[src/rtl/debounce_multi_if.sv]
// -----------------------------------------------------------------------------
// debounce_multi_if
// Bundles the per-channel pin inputs and the debounced level/event outputs of
// debounce_multi into one interface.
//   i_in     : raw asynchronous pins, one bit per channel (master -> slave)
//   o_state  : debounced level per channel                 (slave -> master)
//   o_rise   : one-cycle pulse on a committed 0->1 change
//   o_fall   : one-cycle pulse on a committed 1->0 change
//   o_hold   : one-cycle long-press pulse
//   o_repeat : one-cycle auto-repeat pulse
// -----------------------------------------------------------------------------
interface debounce_multi_if #(
    parameter int CHANNELS = 4
);
    logic [CHANNELS-1:0] i_in;
    logic [CHANNELS-1:0] o_state;
    logic [CHANNELS-1:0] o_rise;
    logic [CHANNELS-1:0] o_fall;
    logic [CHANNELS-1:0] o_hold;
    logic [CHANNELS-1:0] o_repeat;

    modport master (
        output i_in,
        input  o_state, o_rise, o_fall, o_hold, o_repeat
    );

    modport slave (
        input  i_in,
        output o_state, o_rise, o_fall, o_hold, o_repeat
    );
endinterface

[src/rtl/debounce_multi.sv]
// -----------------------------------------------------------------------------
// debounce_multi
// Multi-channel button/switch debouncer. Each channel synchronises its raw pin,
// accepts a new level only after MAX_COUNT consecutive disagreeing cycles, and
// reports rise/fall pulses plus long-press (hold) and auto-repeat pulses.
// Ports:
//   i_clock : sole clock, rising edge
//   i_reset : synchronous active-high reset
//   bus     : debounce_multi_if.slave (i_in, o_state, o_rise, o_fall,
//             o_hold, o_repeat), all CHANNELS wide, outputs registered
// -----------------------------------------------------------------------------
module debounce_multi #(
    parameter int CHANNELS     = 4,
    parameter int MAX_COUNT    = 16,
    parameter int SYNC_STAGES  = 2,
    parameter int HOLD_COUNT   = 1024,
    parameter int REPEAT_COUNT = 256
) (
    input  logic            i_clock,
    input  logic            i_reset,
    debounce_multi_if.slave bus
);

    localparam int DB_W   = $clog2(MAX_COUNT);
    localparam int HC_MAX = (HOLD_COUNT > REPEAT_COUNT) ? HOLD_COUNT : REPEAT_COUNT;
    localparam int HC_W   = $clog2(HC_MAX + 1);

    localparam logic [DB_W-1:0] DB_LAST   = DB_W'(MAX_COUNT - 1);
    localparam logic [HC_W-1:0] HOLD_LAST = HC_W'(HOLD_COUNT - 1);
    localparam logic [HC_W-1:0] REP_LAST  = HC_W'((REPEAT_COUNT == 0) ? 0 : REPEAT_COUNT - 1);

    typedef enum logic [1:0] {
        P_IDLE  = 2'd0,
        P_PRESS = 2'd1,
        P_HELD  = 2'd2
    } press_e;

    logic [CHANNELS-1:0] w_state;
    logic [CHANNELS-1:0] w_rise;
    logic [CHANNELS-1:0] w_fall;
    logic [CHANNELS-1:0] w_hold;
    logic [CHANNELS-1:0] w_repeat;

    for (genvar g = 0; g < CHANNELS; g++) begin : g_ch
        logic [SYNC_STAGES-1:0] r_sync;
        logic                   r_state;
        logic [DB_W-1:0]        r_dcnt;
        logic [DB_W-1:0]        w_dcnt_nxt;
        logic                   r_rise;
        logic                   r_fall;
        logic                   r_hold;
        logic                   r_repeat;
        press_e                 r_fsm;
        press_e                 w_fsm_nxt;
        logic [HC_W-1:0]        r_hcnt;
        logic [HC_W-1:0]        w_hcnt_nxt;
        logic                   w_hold_nxt;
        logic                   w_repeat_nxt;
        logic                   w_s;
        logic                   w_commit;
        logic                   w_rise_c;
        logic                   w_fall_c;

        assign w_s      = r_sync[SYNC_STAGES-1];
        // A level change is accepted on the MAX_COUNT-th consecutive mismatch.
        assign w_commit = (w_s != r_state) && (r_dcnt == DB_LAST);
        assign w_rise_c = w_commit & w_s;
        assign w_fall_c = w_commit & ~w_s;

        // Any cycle of agreement (or a commit) restarts the mismatch count.
        always_comb begin
            w_dcnt_nxt = '0;
            if ((w_s != r_state) && (r_dcnt != DB_LAST)) begin
                w_dcnt_nxt = r_dcnt + 1'b1;
            end
        end

        // Press tracking; a fall commit wins over a hold/repeat due that edge.
        always_comb begin
            w_fsm_nxt    = r_fsm;
            w_hcnt_nxt   = r_hcnt;
            w_hold_nxt   = 1'b0;
            w_repeat_nxt = 1'b0;
            unique case (r_fsm)
                P_IDLE: begin
                    if (w_rise_c) begin
                        w_fsm_nxt  = P_PRESS;
                        w_hcnt_nxt = '0;
                    end
                end
                P_PRESS: begin
                    if (w_fall_c) begin
                        w_fsm_nxt  = P_IDLE;
                        w_hcnt_nxt = '0;
                    end else if (r_hcnt == HOLD_LAST) begin
                        w_hold_nxt = 1'b1;
                        w_hcnt_nxt = '0;
                        w_fsm_nxt  = P_HELD;
                    end else begin
                        w_hcnt_nxt = r_hcnt + 1'b1;
                    end
                end
                P_HELD: begin
                    if (w_fall_c) begin
                        w_fsm_nxt  = P_IDLE;
                        w_hcnt_nxt = '0;
                    end else if (REPEAT_COUNT != 0) begin
                        if (r_hcnt == REP_LAST) begin
                            w_repeat_nxt = 1'b1;
                            w_hcnt_nxt   = '0;
                        end else begin
                            w_hcnt_nxt = r_hcnt + 1'b1;
                        end
                    end
                end
                default: begin
                    w_fsm_nxt  = P_IDLE;
                    w_hcnt_nxt = '0;
                end
            endcase
        end

        always_ff @(posedge i_clock) begin
            if (i_reset) begin
                r_sync   <= '0;
                r_state  <= 1'b0;
                r_dcnt   <= '0;
                r_rise   <= 1'b0;
                r_fall   <= 1'b0;
                r_hold   <= 1'b0;
                r_repeat <= 1'b0;
                r_fsm    <= P_IDLE;
                r_hcnt   <= '0;
            end else begin
                r_sync   <= {r_sync[SYNC_STAGES-2:0], bus.i_in[g]};
                r_dcnt   <= w_dcnt_nxt;
                if (w_commit) begin
                    r_state <= w_s;
                end
                r_rise   <= w_rise_c;
                r_fall   <= w_fall_c;
                r_hold   <= w_hold_nxt;
                r_repeat <= w_repeat_nxt;
                r_fsm    <= w_fsm_nxt;
                r_hcnt   <= w_hcnt_nxt;
            end
        end

        assign w_state[g]  = r_state;
        assign w_rise[g]   = r_rise;
        assign w_fall[g]   = r_fall;
        assign w_hold[g]   = r_hold;
        assign w_repeat[g] = r_repeat;
    end

    assign bus.o_state  = w_state;
    assign bus.o_rise   = w_rise;
    assign bus.o_fall   = w_fall;
    assign bus.o_hold   = w_hold;
    assign bus.o_repeat = w_repeat;

endmodule

[src/flat_wrapper.sv]
// flat-port wrapper written by rule: the top's interface ports become plain ports
module debounce_multi_flat 
#(
    parameter int CHANNELS     = 4,
    parameter int MAX_COUNT    = 16,
    parameter int SYNC_STAGES  = 2,
    parameter int HOLD_COUNT   = 1024,
    parameter int REPEAT_COUNT = 256
)
  (i_clock, i_reset, bus_i_in, bus_o_state, bus_o_rise, bus_o_fall, bus_o_hold, bus_o_repeat);
  debounce_multi_if #(.CHANNELS(CHANNELS)) bus_i ();
  input  logic i_clock;
  input  logic i_reset;
  input wire logic [$bits(bus_i.i_in)-1:0] bus_i_in;
  output wire logic [$bits(bus_i.o_state)-1:0] bus_o_state;
  output wire logic [$bits(bus_i.o_rise)-1:0] bus_o_rise;
  output wire logic [$bits(bus_i.o_fall)-1:0] bus_o_fall;
  output wire logic [$bits(bus_i.o_hold)-1:0] bus_o_hold;
  output wire logic [$bits(bus_i.o_repeat)-1:0] bus_o_repeat;
  assign bus_i.i_in = bus_i_in;
  assign bus_o_state = bus_i.o_state;
  assign bus_o_rise = bus_i.o_rise;
  assign bus_o_fall = bus_i.o_fall;
  assign bus_o_hold = bus_i.o_hold;
  assign bus_o_repeat = bus_i.o_repeat;
  debounce_multi #(.CHANNELS(CHANNELS), .MAX_COUNT(MAX_COUNT), .SYNC_STAGES(SYNC_STAGES), .HOLD_COUNT(HOLD_COUNT), .REPEAT_COUNT(REPEAT_COUNT)) u_core (.i_clock(i_clock), .i_reset(i_reset), .bus(bus_i));
endmodule
[config.mk]
export PLATFORM = sky130hd
export DESIGN_NAME = debounce_multi_flat
export DESIGN_NICKNAME = d
export VERILOG_FILES = /design/src/rtl/debounce_multi_if.sv /design/src/rtl/debounce_multi.sv /design/src/flat_wrapper.sv
export SDC_FILE = /design/constraint.sdc
export NUM_CORES = 1
export LEC_CHECK = 0
export CORE_ASPECT_RATIO = 0.7
export CORE_MARGIN = 2
export CORE_UTILIZATION = 50
export DETAILED_ROUTE_END_ITERATION = 8
export GPL_ROUTABILITY_DRIVEN = 0
export PLACE_DENSITY = 0.69
export SLEW_MARGIN = 20
export SYNTH_ARGS = -nofsm -noshare
export SYNTH_HDL_FRONTEND = slang
export SYNTH_SLANG_ARGS = --single-unit
[constraint.sdc]
create_clock -name i_clock -period 2 [get_ports i_clock]
set_clock_uncertainty 0.1 [all_clocks]
set_input_delay 0.4 -clock i_clock [delete_from_list [all_inputs] [get_ports i_clock]]
set_output_delay 0.4 -clock i_clock [all_outputs]
set_load 0.01 [all_outputs]
==> run_results.csv <==
group,metric,value,unit
worst_setup_path,r2r_cells,6,
clock_network,cts_buffers,9,
synth,syn_avg_cell_area,9.09,µm²
clock_network,cts_sinks,96,
synth,yosys.area.top_type,"dfxtp_1",
worst_setup_path,worstSetupEndpointType,"flip-flop",
route,wl_per_cell,13.8,µm
sta,setup_violations,0,
global_route,antenna_found_initial,0,
floorplan,die_y,85.1,µm
synth,synthCells,517,
global_route,grtUsageTotal,19.3,%
worst_setup_path,reg2reg_slack,0.05,ns
floorplan,die_area,10200,µm²
synth,yosys_warnings,0,
floorplan,start_util,51.6,%
final_layout,fin_cells,669,
synth,synth.net_count,543,
worst_setup_path,slowest_stage,"nor4_4",
hold_path,hold_depth,1,
global_route,grt_pass1_vias,3452,
synth,netlist_area,4700,µm²
clock_network,cts_tree,"built",
floorplan,coreArea,9110,µm²
clock_network,clk_pin_slew,0.06,ns
sta,fmax,0.512,GHz
sta,relSlewSlack,67.4,%
global_route,overflow,0,
hold_path,hold_class,"reg2reg",
final_layout,drive_gt1_share,12.7,%
route,vias_per_cell,5.48,
final_layout,area_growth,13.9,%
synth,ys_ff_latch,96,
worst_setup_path,path_cells,"ha_2 > nand4_4 > nor4_4 > o22ai_4 > nand4_1 > a31oi_1",
clock_network,htreeDepth,3,
synth,ys_seq_area_share,40.9,%
floorplan,ios,26,
hold_path,hp-start,"u_core.g_ch[0].r_sync[0]",
clock_network,cts_buffer_depth,2,
place,placedCellCount,654,
worst_setup_path,r2r_end,"u_core.g_ch[0].r_hcnt[3]",
clock_network,root_buffer,"clkbuf_16",
flow_run,drv_cap,0,
synth,synth_edf_count,0,
worst_setup_path,cp_top_family,"simple AND/OR/NAND/NOR gates",
sta,fin_crit,1.95,ns
worst_setup_path,reg2reg_from,"u_core.g_ch[0].r_hcnt[0]",
final_layout,design_area,5350,µm²
sta,rsz0062_at_grt,"yes",
global_route,grt_max_degree,17,
power_and_ir_drop,p_leak,1.90,nW
synth,synth_ff_type,"dfxtp_1",
sta,tns,0,ns
sta,final_max_slew_viol_count,0,
route,drtAntennaViolNets,0,
power_and_ir_drop,powerDensity,924,nW/µm²
route,vias,3664,
worst_setup_path,cp.required,2.13,ns
floorplan,fp.dieW,120,µm
synth,synth.top_cell.area_share,40.9,%
global_route,grt_pass1_wl,16.0,mm
final_layout,nets,567,
worst_setup_path,worst_ep_arrival_time,2.08,ns
route,drc,0,
sta,period_share,97.6,%
final_layout,antenna_cells,0,
power_and_ir_drop,vdd_drop_max,0.556,mV
route,drt_iter0_markers,254,
route,drtPass1Iterations,4,
worst_setup_path,worst_path_largest_cell_delay,0.42,ns
route,drt-total-wl,9.26,mm
worst_setup_path,path_class,"reg2reg",
worst_setup_path,start_kind,"flip-flop",
sta,finalHoldViolCount,0,
place,dp_hpwl,6.71,mm
clock_network,clk_latency,0.34,ns
outcome,status,"complete, no violations",
worst_setup_path,cp_max_fo,12,
final_layout,final_util,58.8,%
synth,ys_top_cells_by_area,"dfxtp_1 41%, ha_1 5.3%, nand2_1 3.5%",
sta,hold_slack,0.340,ns
synth,yosysUniqueCellTypes,64,
final_layout,fillers,813,
place,port_buffers,25,
hold_path,min_to,"u_core.g_ch[0].r_sync[1]",
sta,tightest_slew,0.489,ns
worst_setup_path,worst-path-buf-inv,0,
floorplan,placementRows,29,
synth,synthArstFlopShare,0,%
place,post_dp_cell_area,5030,µm²
==> through the flow <==
step | power, mW | worst slack [ns]
5_1_grt | 5.21 | -0.0579
4_1_cts | 4.95 | 0.0279
3_3_place_gp | 3.34 | 0.133
2_1_floorplan | 3.09 | 0.243
6_report | 4.95 | 0.0477
3_5_place_dp | 3.36 | 0.0470
==> synth_stat cells, types with 4 or more instances <==
library cell and n:
dfxtp_1 96, nand2_1 44, nor2_1 42, nand3_1 22, a21oi_1 20, buf_4 20, ha_1 20, nor3_1 20
nand4_1 18, nor2b_1 15, inv_1 14, xnor2_1 14, xor2_1 14, a31oi_1 12, o21a_1 11, and3_1 10
nand2b_1 9, nor4_1 9, o21ai_0 9, clkbuf_1 7, mux2i_1 7, o211ai_1 6, o21ai_1 6, o21ai_2 5
and2_1 4, o22ai_1 4
==> area by class of cell <==
type | instances | area [µm²] | share of cell area, %
Clock buffer | 12 | 256 | 4.79
Clock inverter | 3 | 17.5 | 0.327
Inverter | 14 | 52.6 | 0.982
Multi-Input combinational cell | 374 | 2550 | 47.6
Sequential cell | 96 | 1920 | 35.9
Tap cell | 124 | 155 | 2.90
Timing Repair Buffer | 46 | 403 | 7.53
==> kinds of logic (layout without fill, tap and decap cells) <==
group,after synthesis,count (layout),synth area share [%]
buf+inv,47,75,5.88
compound gates,89,89,13.0
xor+xnor,28,28,5.22
simple gates,229,229,28.0
flops,96,96,40.9
fa+ha+maj,20,20,5.32
mux,8,8,1.73
==> power breakdown <==
| part | leakage [nW] | internal, mW | switching (mW) |
|---|---|---|---|
| sequential | 0.776 | 1.99 | 0.0624 |
| combinational | 0.994 | 0.473 | 0.837 |
| clock | 0.134 | 0.899 | 0.688 |
==> layer usage <==
layer	vias up	wire length, µm	share of wire (%)	global-route usage [%]
li1	1882	-	-	-
met1	1710	4780	52	27.3
met2	62	4070	44	29.2
met3	10	304	3.3	5.04
met4	0	108	1.2	5.45
met5	-	0	0	0
==> timing repair <==
item                                    CTS  global route
hold buffers                              0             0
endpoints found under the setup margin    0            24
resized for setup                         0             8
buffers inserted                          0             0
==> cell usage in the layout, fill, tap and decap left out, types with 3 or more instances in the layout <==
| master | Yosys | final |
|---|---|---|
| dfxtp_1 | 96 | 96 |
| nand2_1 | 44 | 44 |
| nor2_1 | 42 | 42 |
| clkdlybuf4s50_1 | 0 | 24 |
| nand3_1 | 22 | 22 |
| buf_4 | 20 | 21 |
| a21oi_1 | 20 | 20 |
| nor3_1 | 20 | 20 |
| ha_1 | 20 | 19 |
| nand4_1 | 18 | 18 |
| nor2b_1 | 15 | 15 |
| inv_1 | 14 | 14 |
| xnor2_1 | 14 | 14 |
| xor2_1 | 14 | 14 |
| a31oi_1 | 12 | 12 |
| o21a_1 | 11 | 11 |
| and3_1 | 10 | 10 |
| nand2b_1 | 9 | 9 |
| nor4_1 | 9 | 9 |
| clkbuf_16 | 0 | 9 |
| o21ai_0 | 9 | 8 |
| o21ai_1 | 6 | 7 |
| mux2i_1 | 7 | 7 |
| o211ai_1 | 6 | 6 |
| o21ai_2 | 5 | 5 |
| o22ai_1 | 4 | 4 |
| and2_1 | 4 | 4 |
| nand3_4 | 3 | 3 |
| nand4b_1 | 3 | 3 |
| nor4_4 | 1 | 3 |
| or3_1 | 3 | 3 |
| or2_2 | 3 | 3 |
| nor3b_1 | 3 | 3 |
==> registers in the layout, summed over array words and instances, names as in the netlist <==
name,cells
u_core.g_ch.r_repeat,4
u_core.g_ch.r_fall,4
u_core.g_ch.r_sync,8
u_core.g_ch.r_rise,4
u_core.g_ch.r_hold,4
u_core.g_ch.r_dcnt,16
u_core.g_ch.r_state,4
u_core.g_ch.r_fsm,8
u_core.g_ch.r_hcnt,44
==> worst max path at each step <==
stage                                   from                         to  slack (ns)  cells after the start
finish              u_core.g_ch[0].r_hcnt[0]   u_core.g_ch[0].r_hcnt[3]        0.05                      6
global route        u_core.g_ch[2].r_dcnt[0]   u_core.g_ch[2].r_hcnt[5]       -0.06                      6
CTS                 u_core.g_ch[0].r_hcnt[0]  u_core.g_ch[0].r_hcnt[10]        0.03                      6
detailed placement  u_core.g_ch[0].r_hcnt[0]   u_core.g_ch[0].r_hcnt[3]        0.05                      6
global placement    u_core.g_ch[0].r_hcnt[0]  u_core.g_ch[0].r_hcnt[10]        0.13                      6
floorplan           u_core.g_ch[0].r_hcnt[0]   u_core.g_ch[0].r_hcnt[5]        0.24                      7
Power figures use the tool's default switching activity.
